File: src/rtl/div8_seq_if.sv
// Operand/result bundle for the sequential divider.
// The requester drives start/A/B. The divider returns busy/done and the held result fields.
interface div8_seq_if #(
    parameter int WIDTH = 8
) ();
    logic             start;
    logic [WIDTH-1:0] A;
    logic [WIDTH-1:0] B;
    logic             busy;
    logic             done;
    logic [WIDTH-1:0] quot;
    logic [WIDTH-1:0] rem;
    logic             div_by_zero;

    // Requester side: issues operands and observes completion.
    modport master (
        output start, A, B,
        input  busy, done, quot, rem, div_by_zero
    );

    // Divider side: accepts operands and publishes results.
    modport slave (
        input  start, A, B,
        output busy, done, quot, rem, div_by_zero
    );
endinterface

File: src/rtl/div8_seq.sv
// Multi-cycle unsigned restoring divider.
// Each clock performs one shift/subtract step. A result takes WIDTH steps,
// plus one presentation cycle in which done pulses. A zero divisor skips the
// steps: the result is quot = all ones, rem = dividend, and the
// div_by_zero flag is set.
module div8_seq #(
    parameter int WIDTH = 8
) (
    input  logic        clk,
    input  logic        rst_n,
    div8_seq_if.slave   bus
);

    localparam int               CNT_W    = $clog2(WIDTH + 1);
    localparam logic [CNT_W-1:0] LAST_STEP = CNT_W'(WIDTH - 1);

    typedef enum logic [1:0] {
        S_IDLE = 2'd0,
        S_CALC = 2'd1,
        S_DONE = 2'd2
    } state_t;

    // Restoring step: subtract the divisor from the shifted partial
    // remainder at WIDTH+1 bits. The MSB of the result is the borrow.
    function automatic logic [WIDTH:0] trial_sub(
        input logic [WIDTH:0]   shifted,
        input logic [WIDTH-1:0] divisor
    );
        return shifted - {1'b0, divisor};
    endfunction

    // Control and published-result state
    state_t           state_q, state_d;
    logic [CNT_W-1:0] cnt_q,   cnt_d;
    logic             done_q,  done_d;
    logic [WIDTH-1:0] quot_q,  quot_d;
    logic [WIDTH-1:0] rem_q,   rem_d;
    logic             dbz_q,   dbz_d;

    // Working datapath: partial remainder, dividend/quotient shifter, divisor
    logic [WIDTH:0]   prem_q,  prem_d;
    logic [WIDTH-1:0] dvd_q,   dvd_d;
    logic [WIDTH-1:0] dvs_q,   dvs_d;

    // Single-step results, shared by every CALC cycle
    logic [WIDTH:0]   step_shift;
    logic [WIDTH:0]   step_trial;
    logic             step_qbit;
    logic [WIDTH:0]   step_rem;
    logic [WIDTH-1:0] step_quo;

    // One shift/subtract step computed from the current working registers
    always_comb begin
        step_shift = {prem_q[WIDTH-1:0], dvd_q[WIDTH-1]};
        step_trial = trial_sub(step_shift, dvs_q);
        step_qbit  = ~step_trial[WIDTH];
        step_rem   = step_qbit ? step_trial : step_shift;
        step_quo   = {dvd_q[WIDTH-2:0], step_qbit};
    end

    // Next-state and datapath update. Results are published only on DONE entry.
    always_comb begin
        state_d = state_q;
        cnt_d   = cnt_q;
        done_d  = 1'b0;
        quot_d  = quot_q;
        rem_d   = rem_q;
        dbz_d   = dbz_q;
        prem_d  = prem_q;
        dvd_d   = dvd_q;
        dvs_d   = dvs_q;

        unique case (state_q)
            S_IDLE: begin
                if (bus.start) begin
                    dvd_d  = bus.A;
                    dvs_d  = bus.B;
                    prem_d = '0;
                    cnt_d  = '0;
                    if (bus.B == '0) begin
                        // Nothing to iterate: publish the zero-divisor result now
                        state_d = S_DONE;
                        done_d  = 1'b1;
                        quot_d  = '1;
                        rem_d   = bus.A;
                        dbz_d   = 1'b1;
                    end else begin
                        state_d = S_CALC;
                    end
                end
            end

            S_CALC: begin
                prem_d = step_rem;
                dvd_d  = step_quo;
                cnt_d  = cnt_q + CNT_W'(1);
                if (cnt_q == LAST_STEP) begin
                    // The final step's outputs are the result. The remainder
                    // is below the divisor, so its top bit is always zero.
                    state_d = S_DONE;
                    done_d  = 1'b1;
                    quot_d  = step_quo;
                    rem_d   = step_rem[WIDTH-1:0];
                    dbz_d   = 1'b0;
                end
            end

            S_DONE: begin
                // start is ignored here. A held request is taken on the next IDLE edge.
                state_d = S_IDLE;
            end

            default: begin
                state_d = S_IDLE;
            end
        endcase
    end

    // Control and result registers. Reset clears them and aborts any operation in flight.
    always_ff @(posedge clk or negedge rst_n) begin
        if (!rst_n) begin
            state_q <= S_IDLE;
            cnt_q   <= '0;
            done_q  <= 1'b0;
            quot_q  <= '0;
            rem_q   <= '0;
            dbz_q   <= 1'b0;
        end else begin
            state_q <= state_d;
            cnt_q   <= cnt_d;
            done_q  <= done_d;
            quot_q  <= quot_d;
            rem_q   <= rem_d;
            dbz_q   <= dbz_d;
        end
    end

    // Working registers have no reset. They are always loaded on accept before use.
    always_ff @(posedge clk) begin
        prem_q <= prem_d;
        dvd_q  <= dvd_d;
        dvs_q  <= dvs_d;
    end

    assign bus.busy        = (state_q != S_IDLE);
    assign bus.done        = done_q;
    assign bus.quot        = quot_q;
    assign bus.rem         = rem_q;
    assign bus.div_by_zero = dbz_q;

endmodule

File: src/flat_wrapper.sv
// flat-port wrapper written by rule: the top's interface ports become plain ports
module div8_seq_flat 
#(
    parameter int WIDTH = 8
)
  (clk, rst_n, bus_start, bus_A, bus_B, bus_busy, bus_done, bus_quot, bus_rem, bus_div_by_zero);
  div8_seq_if #(.WIDTH(WIDTH)) bus_i ();
  input  logic clk;
  input  logic rst_n;
  input wire logic [$bits(bus_i.start)-1:0] bus_start;
  input wire logic [$bits(bus_i.A)-1:0] bus_A;
  input wire logic [$bits(bus_i.B)-1:0] bus_B;
  output wire logic [$bits(bus_i.busy)-1:0] bus_busy;
  output wire logic [$bits(bus_i.done)-1:0] bus_done;
  output wire logic [$bits(bus_i.quot)-1:0] bus_quot;
  output wire logic [$bits(bus_i.rem)-1:0] bus_rem;
  output wire logic [$bits(bus_i.div_by_zero)-1:0] bus_div_by_zero;
  assign bus_i.start = bus_start;
  assign bus_i.A = bus_A;
  assign bus_i.B = bus_B;
  assign bus_busy = bus_i.busy;
  assign bus_done = bus_i.done;
  assign bus_quot = bus_i.quot;
  assign bus_rem = bus_i.rem;
  assign bus_div_by_zero = bus_i.div_by_zero;
  div8_seq #(.WIDTH(WIDTH)) u_core (.clk(clk), .rst_n(rst_n), .bus(bus_i));
endmodule
File: config.mk
export PLATFORM = sky130hd
export DESIGN_NAME = div8_seq_flat
export DESIGN_NICKNAME = d
export VERILOG_FILES = /design/src/rtl/div8_seq_if.sv /design/src/rtl/div8_seq.sv /design/src/flat_wrapper.sv
export SDC_FILE = /design/constraint.sdc
export NUM_CORES = 1
export LEC_CHECK = 0
export CAP_MARGIN = 5
export CORE_ASPECT_RATIO = 1.4
export CORE_MARGIN = 3
export CORE_UTILIZATION = 40
export CTS_CLUSTER_DIAMETER = 80
export DETAILED_ROUTE_END_ITERATION = 8
export GPL_TIMING_DRIVEN = 0
export PLACE_DENSITY = 0.62
export SETUP_SLACK_MARGIN = 0.3
export SLEW_MARGIN = 20
export SYNTH_ARGS = -nofsm -noshare
export SYNTH_HDL_FRONTEND = slang
export SYNTH_SLANG_ARGS = --single-unit
File: constraint.sdc
create_clock -name clk -period 6 [get_ports clk]
set_input_delay 1.2 -clock clk [delete_from_list [all_inputs] [get_ports clk]]
set_output_delay 1.2 -clock clk [all_outputs]
set_load 0.05 [all_outputs]
==> reports/summary.txt, run 1 <==
ys async rst share = 50.0%
drt drc = 0
pin count of the biggest net entering global routing = 25
Yosys reg bits = 48
top post-synthesis cells by area = edfxtp_1 30%, dfrtp_1 25%, nand2_1 6.2%
clock tree buffer depth = 2
IO Pins = 38
Syn Nets = 250
CTS tree = done
vias per inst = 5.18
RSZ-0062 raised after global routing = no
Slew HR = 48.9%
Synth Area per Inst = 10.7 um^2
clock sinks = 48
Max VDD drop = 0.000276 V
Finished Cell Area = 2910 um^2
first-pass GRT wire length = 8.56 mm
CTS root buffer = clkbuf_8
post-CTS setup buffers = 0
largest area contributor in the netlist = edfxtp_1
antenna violations before repair = 0
Final Hold Viols = 0
crit-path max FO = 11
Final Max Tran Viols = 0
first-pass detailed-route iteration total = 5
final critical-path required period = 3.29 ns
CTS Hold Bufs = 0
Cell Pwr Density = 626 nW/um^2
layout cells sized above 1 = 5.64%
fmax = 304 MHz
Max-Cap Viols = 0
CTS H-tree lvls = 2
number of flops mapped to enable cells by yosys = 24
CTS resizes = 0
clock transition at the registers of the reported paths = 0.09 ns
Worst-Margin Slew = 0.765 ns
Seq/Total Area, Yosys = 55.6%
CP arrival = 3.50 ns
endpoints failing setup = 0
dpl cell area = 2830 um^2
Die X = 71.1 um
initial core utilization = 42.1%
chip height = 97.2 um
Pleak = 1.22 nW
status = completed
# rows = 32
Setup TNS Final = 0 ns
Setup Crit Path Kind = input port to flop
final worst slack = 2.71 ns
Ant. Diodes = 0
Iter 0 DRT Violations = 84
Mapped Cells = 221
drt wl/cell = 15.2 um
routability cong. = 0.777
hold_sp = u_core.bus.div_by_zero
Ys Warns = 0
hold crit path type = flop to flop
Post-Route WL = 5.07 mm
core box area = 5650 um^2
number of I/O port buffers = 37
Worst Path Required = 6.21 ns
HPWL after DPL = 3.78 mm
Area Overhead vs Synth = 22.3%
CP startpoint kind = input port
Num CTS Buffers = 5
layout net count = 294
number of routed nets with antenna violations = 0
CP Capture Type = flop
worst reg2reg startpoint = u_core.dvd_q[7]
Final Skew = 0.00893 ns
Setup WS pre-CTS = 2.37 ns
Clock Latency Late Sink = 0.30 ns
Primary FF master, synth = edfxtp_1
Tot GR Track Use = 15.6%
fin crit share = 54.8%
aggregate global routing overflow = 0
synth unique cells = 43
Die ar. = 6910 um^2
via count = 1731
crit path from = bus_start
reg2reg setup slack = 3.28 ns
share of the synthesized area in the top cell type = 30.3%
Netlist Area Pre-Place = 2370 um^2
vias in the first global route = 1763
[registers in the layout, summed over array words and instances (netlist names)]
name,flops
u_core.bus.div_by_zero,1
u_core.bus.done,1
u_core.bus.quot,8
u_core.bus.rem,8
u_core.cnt_q,4
u_core.dvd_q,8
u_core.dvs_q,8
u_core.prem_q,8
u_core.state_q,2
[cell usage in the layout (no fill, tap or decap), types with 2 or more instances in the layout]
| cell type | synthesis | final |
|---|---|---|
| nand2_1 | 39 | 39 |
| clkdlybuf4s50_1 | 0 | 36 |
| dfrtp_1 | 24 | 24 |
| edfxtp_1 | 24 | 24 |
| nor2_1 | 21 | 21 |
| o21ai_0 | 16 | 16 |
| inv_1 | 15 | 15 |
| clkbuf_1 | 7 | 9 |
| ha_1 | 9 | 9 |
| a21oi_1 | 8 | 8 |
| mux2i_1 | 7 | 7 |
| o22a_1 | 7 | 7 |
| nand3_1 | 5 | 5 |
| clkbuf_8 | 0 | 5 |
| xor2_1 | 3 | 3 |
| o21ai_1 | 2 | 2 |
| nor4_1 | 2 | 2 |
| and2_1 | 2 | 2 |
| buf_2 | 1 | 2 |
| o21bai_1 | 2 | 2 |
| xnor2_1 | 2 | 2 |
| a221oi_1 | 2 | 2 |
[critical path, cell delays in order]
cell,delay [ns]
clkdlybuf4s50_1,0.45
nand2_1,0.10
inv_1,0.38
nand3_1,0.38
and2_1,0.34
inv_1,0.19
buf_2,0.27
nor2_1,0.06
o22ai_1,0.13
[path summary, 6_finish.rpt]
path | to | cells past startpoint
min in group asynchronous | u_core.bus.rem[7] | 1
hold / removal | u_core.bus.div_by_zero | 2
setup reg to reg | u_core.prem_q[7] | 10
hold reg to reg | u_core.bus.div_by_zero | 2
max in group asynchronous | u_core.bus.rem[3] | 1
setup / recovery | u_core.bus.rem[1] | 9
[layout make-up]
type	instances	area, um^2
Clock inverter	1	3.75
Inverter	15	56.3
Sequential cell	48	1320
Timing Repair Buffer	37	365
Tap cell	68	85.1
Clock buffer	7	76.3
Multi-Input combinational cell	150	966
Fill cell	541	2740
Buffer	8	31.3
[metal layers]
metal  vias to the layer above  global-route usage (%)  routed length (um)
met1                       823                    20.0                2250
met4                         0                    3.91                  60
met5                         -                       0                   0
met2                        38                    26.6                2560
li1                        864                       -                   -
met3                         6                    3.21                 204
[power by group]
| part | switching, W | internal [W] |
|---|---|---|
| clock network | 0.000103 | 0.0000814 |
| logic | 0.000637 | 0.000381 |
| registers | 0.0000833 | 0.000532 |
[per-stage QoR]
stage               total power, W  hold slack, ns  std cells  util, %
global placement           0.00164           0.471        326     50.1
floorplan                  0.00135           0.470        221        -
global route               0.00196           0.520        334     51.5
CTS                        0.00183           0.493        334     51.5
finish                     0.00182           0.490        334     51.5
detailed placement         0.00164           0.473        326     50.0
[cell usage after synthesis, types with 3 or more instances]
| cell type | instances |
|---|---|
| dfrtp_1 | 24 |
| clkbuf_1 | 7 |
| xor2_1 | 3 |
| ha_1 | 9 |
| o22a_1 | 7 |
| nor2_1 | 21 |
| a21oi_1 | 8 |
| mux2i_1 | 7 |
| nand3_1 | 5 |
| edfxtp_1 | 24 |
| o21ai_0 | 16 |
| inv_1 | 15 |
| nand2_1 | 39 |
[kinds of logic (layout without fill, tap and decap cells)]
kind of cell | after synthesis | in the layout | share of synthesized area [%]
muxes | 8 | 8 | 3.58
and+or+nand+nor | 76 | 76 | 13.5
buffers and inverters | 23 | 68 | 3.69
xor gates and xnor gates | 6 | 6 | 3.00
AOI/OAI and AO/OA | 50 | 50 | 15.0
DFF | 48 | 48 | 55.6
adders and majority gates | 10 | 10 | 5.58
Power figures use the tool's default switching activity.
==> run 2, diff against run 1 <==
==> constraint.sdc (replaced) <==
create_clock -name clk -period 3.2 [get_ports clk]
set_input_delay 0.64 -clock clk [delete_from_list [all_inputs] [get_ports clk]]
set_output_delay 0.64 -clock clk [all_outputs]
set_load 0.05 [all_outputs]
==> run 2 against run 1 <==
Final area increased by 0.30%. Worst setup slack got worse by 2.2 ns. Flip-flop and latch count unchanged. Clock skew about the same. Routed wire length about the same. Count of clock-buffer cells in the layout unchanged. Total power increased by 88%. Sequential share of layout area decreased by 0.14 points. Cell count unchanged. Register-to-register slack got worse by 2.8 ns. Sequential power increased by 87%. Die area unchanged. Critical path type is now flop to flop. Largest power group unchanged. Highest routed layer unchanged.
==> reports/summary.txt, run 2 (synthesis gave the netlist of run 1 again) <==
status = completed
Finished Layout Cells = 334
number of routed nets with antenna violations = 0
crit-path max FO = 10
Area Overhead vs Synth = 22.7%
CP Capture Type = flop
Post-Route WL = 5.07 mm
CP delay by family, top = compound AO/OA/AOI/OAI gates
HPWL after DPL = 3.78 mm
Worst path slowest cell = fa_1
Final Max Tran Viols = 0
CTS H-tree lvls = 2
CTS tree = done
first-pass detailed-route iteration total = 4
most common cell after layout, fill and taps aside = nand2_1
pin count of the biggest net entering global routing = 25
CP max stage delay = 0.42 ns
first-pass GRT wire length = 8.56 mm
Worst-Margin Slew = 0.754 ns
Cell Pwr Density = 1170 nW/um^2
clock sinks = 48
CP arrival = 2.76 ns
Final Skew = 0.00908 ns
Setup Crit Path Kind = flop to flop
endpoints failing setup = 0
RSZ-0062 raised after global routing = no
aggregate global routing overflow = 0
clock transition at the registers of the reported paths = 0.09 ns
CTS root buffer = clkbuf_8
fmax = 368 MHz
antenna violations before repair = 0
clock tree buffer depth = 2
Die X = 71.1 um
vias per inst = 5.15
core box area = 5650 um^2
layout net count = 294
final critical-path required period = 2.72 ns
most frequent cells in the layout = 39 x nand2_1, 36 x clkdlybuf4s50_1, 24 x dfrtp_1, 24 x edfxtp_1, 21 x nor2_1
IO Pins = 38
Num CTS Buffers = 5
Final Hold Viols = 0
final worst slack = 0.483 ns
cell chain of the critical path = inv_1, ha_1, inv_1, fa_1, a211oi_2, nor2_2, a41oi_4, xnor2_4, mux2i_1, nor2_1
fillcell total = 540
Critical Path Most Common Cell = inv_1
routability cong. = 0.777
number of I/O port buffers = 37
hold crit path type = input port to asynchronous set/reset pin
chip height = 97.2 um
drt drc = 0
Max VDD drop = 0.000517 V
vias in the first global route = 1763
Buf+Inv Stages, Crit Path = 2
layout cells sized above 1 = 6.39%
post-layout util = 51.6%
Ant. Diodes = 0
Max-Cap Viols = 0
Clock Latency Late Sink = 0.30 ns
Tot GR Track Use = 15.6%
drt wl/cell = 15.2 um
Worst Path Required = 3.24 ns
via count = 1720
Pleak = 1.22 nW
fin crit share = 84.9%
initial core utilization = 42.1%
Slew HR = 49.6%
Die ar. = 6910 um^2
placed insts = 326
CP startpoint kind = flop
Iter 0 DRT Violations = 85
Setup TNS Final = 0 ns
Setup WS pre-CTS = 0.129 ns
# rows = 32
-- run 2: routing by layer --
layer  up-vias  routed length (um)  GRT usage [%]
met2        31                2550           26.6
met5         -                   0              0
li1        860                   -              -
met1       823                2290           20.0
met4         0                  60           3.91
met3         6                 172           3.21
-- run 2: layout make-up --
type / count / area [um^2] / area share [%]
repair buffers: 37 / 365 / 12.5
multi-input cells: 150 / 971 / 33.3
clock buffers: 7 / 76.3 / 2.62
flip-flops and latches: 48 / 1320 / 45.3
plain buffers: 8 / 31.3 / 1.07
clock inverters: 1 / 3.75 / 0.129
inverters: 15 / 60.1 / 2.06
well taps: 68 / 85.1 / 2.92
-- run 2: repair_timing --
action,4_1_cts,5_1_grt
resized for setup,0,2
buffers inserted,0,0
hold buffers,0,0
endpoints found under the setup margin,0,3
-- run 2: per-stage QoR --
stage	cell area (um^2)	hold WS, ns	total power [W]
floorplan	2370	0.344	0.00254
global placement	2830	0.471	0.00307
detailed placement	2830	0.473	0.00308
CTS	2910	0.348	0.00344
global route	2910	0.351	0.00367
finish	2910	0.332	0.00341
-- run 2: path summary, 6_finish.rpt --
check	cells past startpoint	end	slack, ns	start
setup / recovery	10	u_core.prem_q[7]	0.48	u_core.dvd_q[7]
hold / removal	1	u_core.bus.quot[3]	0.33	rst_n
setup reg to reg	10	u_core.prem_q[7]	0.48	u_core.dvd_q[7]
hold reg to reg	2	u_core.bus.div_by_zero	0.49	u_core.bus.div_by_zero
max in group asynchronous	1	u_core.cnt_q[2]	2.49	rst_n
min in group clk	2	u_core.bus.div_by_zero	0.49	u_core.bus.div_by_zero
-- run 2: power by group --
part / internal (W) / switching (W) / total, W
logic: 0.000715 / 0.00120 / 0.00191
clock network: 0.000153 / 0.000194 / 0.000347
registers: 0.000997 / 0.000156 / 0.00115
total: 0.00186 / 0.00155 / 0.00341
-- run 2: worst reg2reg max path: stages (launching register included) --
cell	delay, ns
edfxtp_1	0.36
inv_1	0.09
ha_1	0.14
inv_1	0.06
fa_1	0.42
a211oi_2	0.28
nor2_2	0.11
a41oi_4	0.29
xnor2_4	0.27
mux2i_1	0.37
nor2_1	0.07
==> run 3, diff against run 2 <==
--- a/config.mk
+++ b/config.mk
@@ -12,7 +12,7 @@
 export CTS_CLUSTER_DIAMETER = 80
 export DETAILED_ROUTE_END_ITERATION = 8
 export GPL_TIMING_DRIVEN = 0
-export PLACE_DENSITY = 0.62
+export PLACE_DENSITY = 0.64
 export SETUP_SLACK_MARGIN = 0.3
 export SLEW_MARGIN = 20
 export SYNTH_ARGS = -nofsm -noshare
==> constraint.sdc (replaced) <==
create_clock -name clk -period 2.25 [get_ports clk]
set_input_delay 0.45 -clock clk [delete_from_list [all_inputs] [get_ports clk]]
set_output_delay 0.45 -clock clk [all_outputs]
set_load 0.05 [all_outputs]
==> run 3 against run 2 <==
Sequential power up 45%. Count of clock-buffer cells in the layout down 1. Clock skew up 0.0021 ns. Flip-flop and latch count unchanged. Fmax up 6.2%. Die area unchanged. Worst setup slack worse by 0.79 ns. The flow now finishes with violations (setup timing). Largest power group unchanged. Routed wire length up 11%. Register-to-register slack worse by 0.79 ns. Highest routed layer unchanged. Critical path type unchanged. Combinational power up 79%. Final area up 12%. First-iteration DRC count down 64%.
==> reports/summary.txt, run 3 (synthesis gave the netlist of run 1 again) <==
Worst path slowest cell = edfxtp_1
failing checks = setup timing
HPWL after DPL = 3.93 mm
Max-Cap Viols = 0
CTS root buffer = clkbuf_8
Num CTS Buffers = 5
WHS = 0.122 ns
first-pass detailed-route iteration total = 4
Tot GR Track Use = 17.2%
CP startpoint kind = flop
routability cong. = 0.784
Worst-Margin Slew = 0.557 ns
clock tree buffer depth = 2
hold crit path type = input port to asynchronous set/reset pin
layout cells sized above 1 = 20.6%
Post-Route WL = 5.65 mm
status = finished with violations
post-layout util = 57.6%
pin count of the biggest net entering global routing = 25
Die ar. = 6910 um^2
Ant. Diodes = 0
Setup TNS Final = -4.21 ns
number of I/O port buffers = 37
first-pass GRT wire length = 9.36 mm
IO Pins = 38
Critical Path Most Common Cell = inv_2
layout net count = 314
area of the multi-input gates = 1110 um^2
endpoints failing setup = 18
Area Overhead vs Synth = 36.9%
chip height = 97.2 um
final worst slack = -0.309 ns
CP max stage delay = 0.39 ns
Final Hold Viols = 0
CTS tree = done
fmax = 391 MHz
vias per inst = 5.23
number of routed nets with antenna violations = 0
CP arrival = 2.61 ns
CTS H-tree lvls = 2
cell chain of the critical path = inv_2, ha_4, inv_2, fa_2, a211oi_4, nor2_4, a41oi_4, buf_6, xnor2_4, mux2i_2, nor2_1
most frequent cells in the layout = 38 x nand2_1, 24 x dfrtp_1, 24 x edfxtp_1
antenna violations before repair = 0
drt drc = 0
Cell Pwr Density = 1750 nW/um^2
CTS Hold Bufs = 0
Iter 0 DRT Violations = 31
fin crit share = 114%
Die X = 71.1 um
Max VDD drop = 0.000884 V
via count = 1850
RSZ-0062 raised after global routing = yes
clock sinks = 48
crit-path max FO = 5
Final Skew = 0.0112 ns
final critical-path required period = 2.56 ns
core box area = 5650 um^2
fillcell total = 521
Pleak = 1.41 nW
Setup WS pre-CTS = -0.620 ns
initial core utilization = 42.1%
clock transition at the registers of the reported paths = 0.10 ns
total area of sequential cells = 1320 um^2
Clock Latency Late Sink = 0.31 ns
Final Max Tran Viols = 0
Slew HR = 62.9%
Setup Crit Path Kind = flop to flop
# rows = 32
vias in the first global route = 1947
Worst Path Required = 2.30 ns
drt wl/cell = 16.0 um
most common cell after layout, fill and taps aside = nand2_1
CP Capture Type = flop
aggregate global routing overflow = 0
## run 3: cell types whose count changed in the layout (fill, tap and decap cells not counted), moves of 3 or more
cell,delta
inv_2,+3
mux2i_1,-6
o21ai_0,-3
mux2i_2,+6
inv_1,-3
buf_4,+18
dlymetal6s2s_1,+10
clkbuf_1,-3
o21ai_1,+3
clkdlybuf4s50_1,-17
dlygate4sd2_1,+7
## run 3: cell type report
class                      instances  area share [%]
clock buffer                       6            2.89
inverter                          15            1.85
multi-input combinational        151            34.1
tap                               68            2.62
sequential                        48            40.6
clock inverter                     2           0.500
timing repair buffer              56            16.4
buffer                             8            1.08
## run 3: metal layers
layer / track usage, % / vias to the layer above / part of all wire, %
li1: - / 903 / -
met1: 20.1 / 904 / 41
met2: 31.3 / 31 / 54
met3: 2.38 / 12 / 2.3
met4: 6.08 / 0 / 2.8
met5: 0 / - / 0
## run 3: final timing paths
path,startpoint,end,slack [ns],cells after the start
worst max-delay path,u_core.dvd_q[7],u_core.prem_q[2],-0.31,11
worst min-delay path,rst_n,u_core.bus.quot[4],0.12,1
worst max register to register,u_core.dvd_q[7],u_core.prem_q[2],-0.31,11
worst min register to register,u_core.bus.quot[5],u_core.bus.quot[5],0.50,1
max in group asynchronous,rst_n,u_core.bus.rem[2],1.75,1
min in group clk,u_core.bus.quot[5],u_core.bus.quot[5],0.50,1
## run 3: what timing repair did
item,CTS,global route
gates resized for setup,29,20
pin swaps,12,10
endpoints found under the hold margin,0,0
endpoints found under the setup margin,33,36
cloned,1,0
setup buffers,12,7
## run 3: worst max-delay path, delay by kind of cell, from the launching register on
kind / cells / cell delay (ns)
AOI/OAI and AO/OA: 2 / 0.48
xor gates and xnor gates: 1 / 0.18
adders and majority gates: 2 / 0.49
buffers and inverters: 3 / 0.28
DFF: 1 / 0.39
muxes: 1 / 0.33
and+or+nand+nor: 2 / 0.15
## run 3: metrics by stage
step           instances  area, um^2  power (W)
6_report             354        3250    0.00568
4_1_cts              347        3140    0.00549
5_1_grt              354        3250    0.00604
2_1_floorplan        221        2380    0.00363
3_3_place_gp         326        2830    0.00437
3_5_place_dp         326        2830    0.00442
## run 3: where the power goes
group	total, W	internal [W]	switching (W)
Sequential	0.00167	0.00142	0.000254
Clock	0.000601	0.000291	0.000311
Combinational	0.00341	0.00146	0.00195
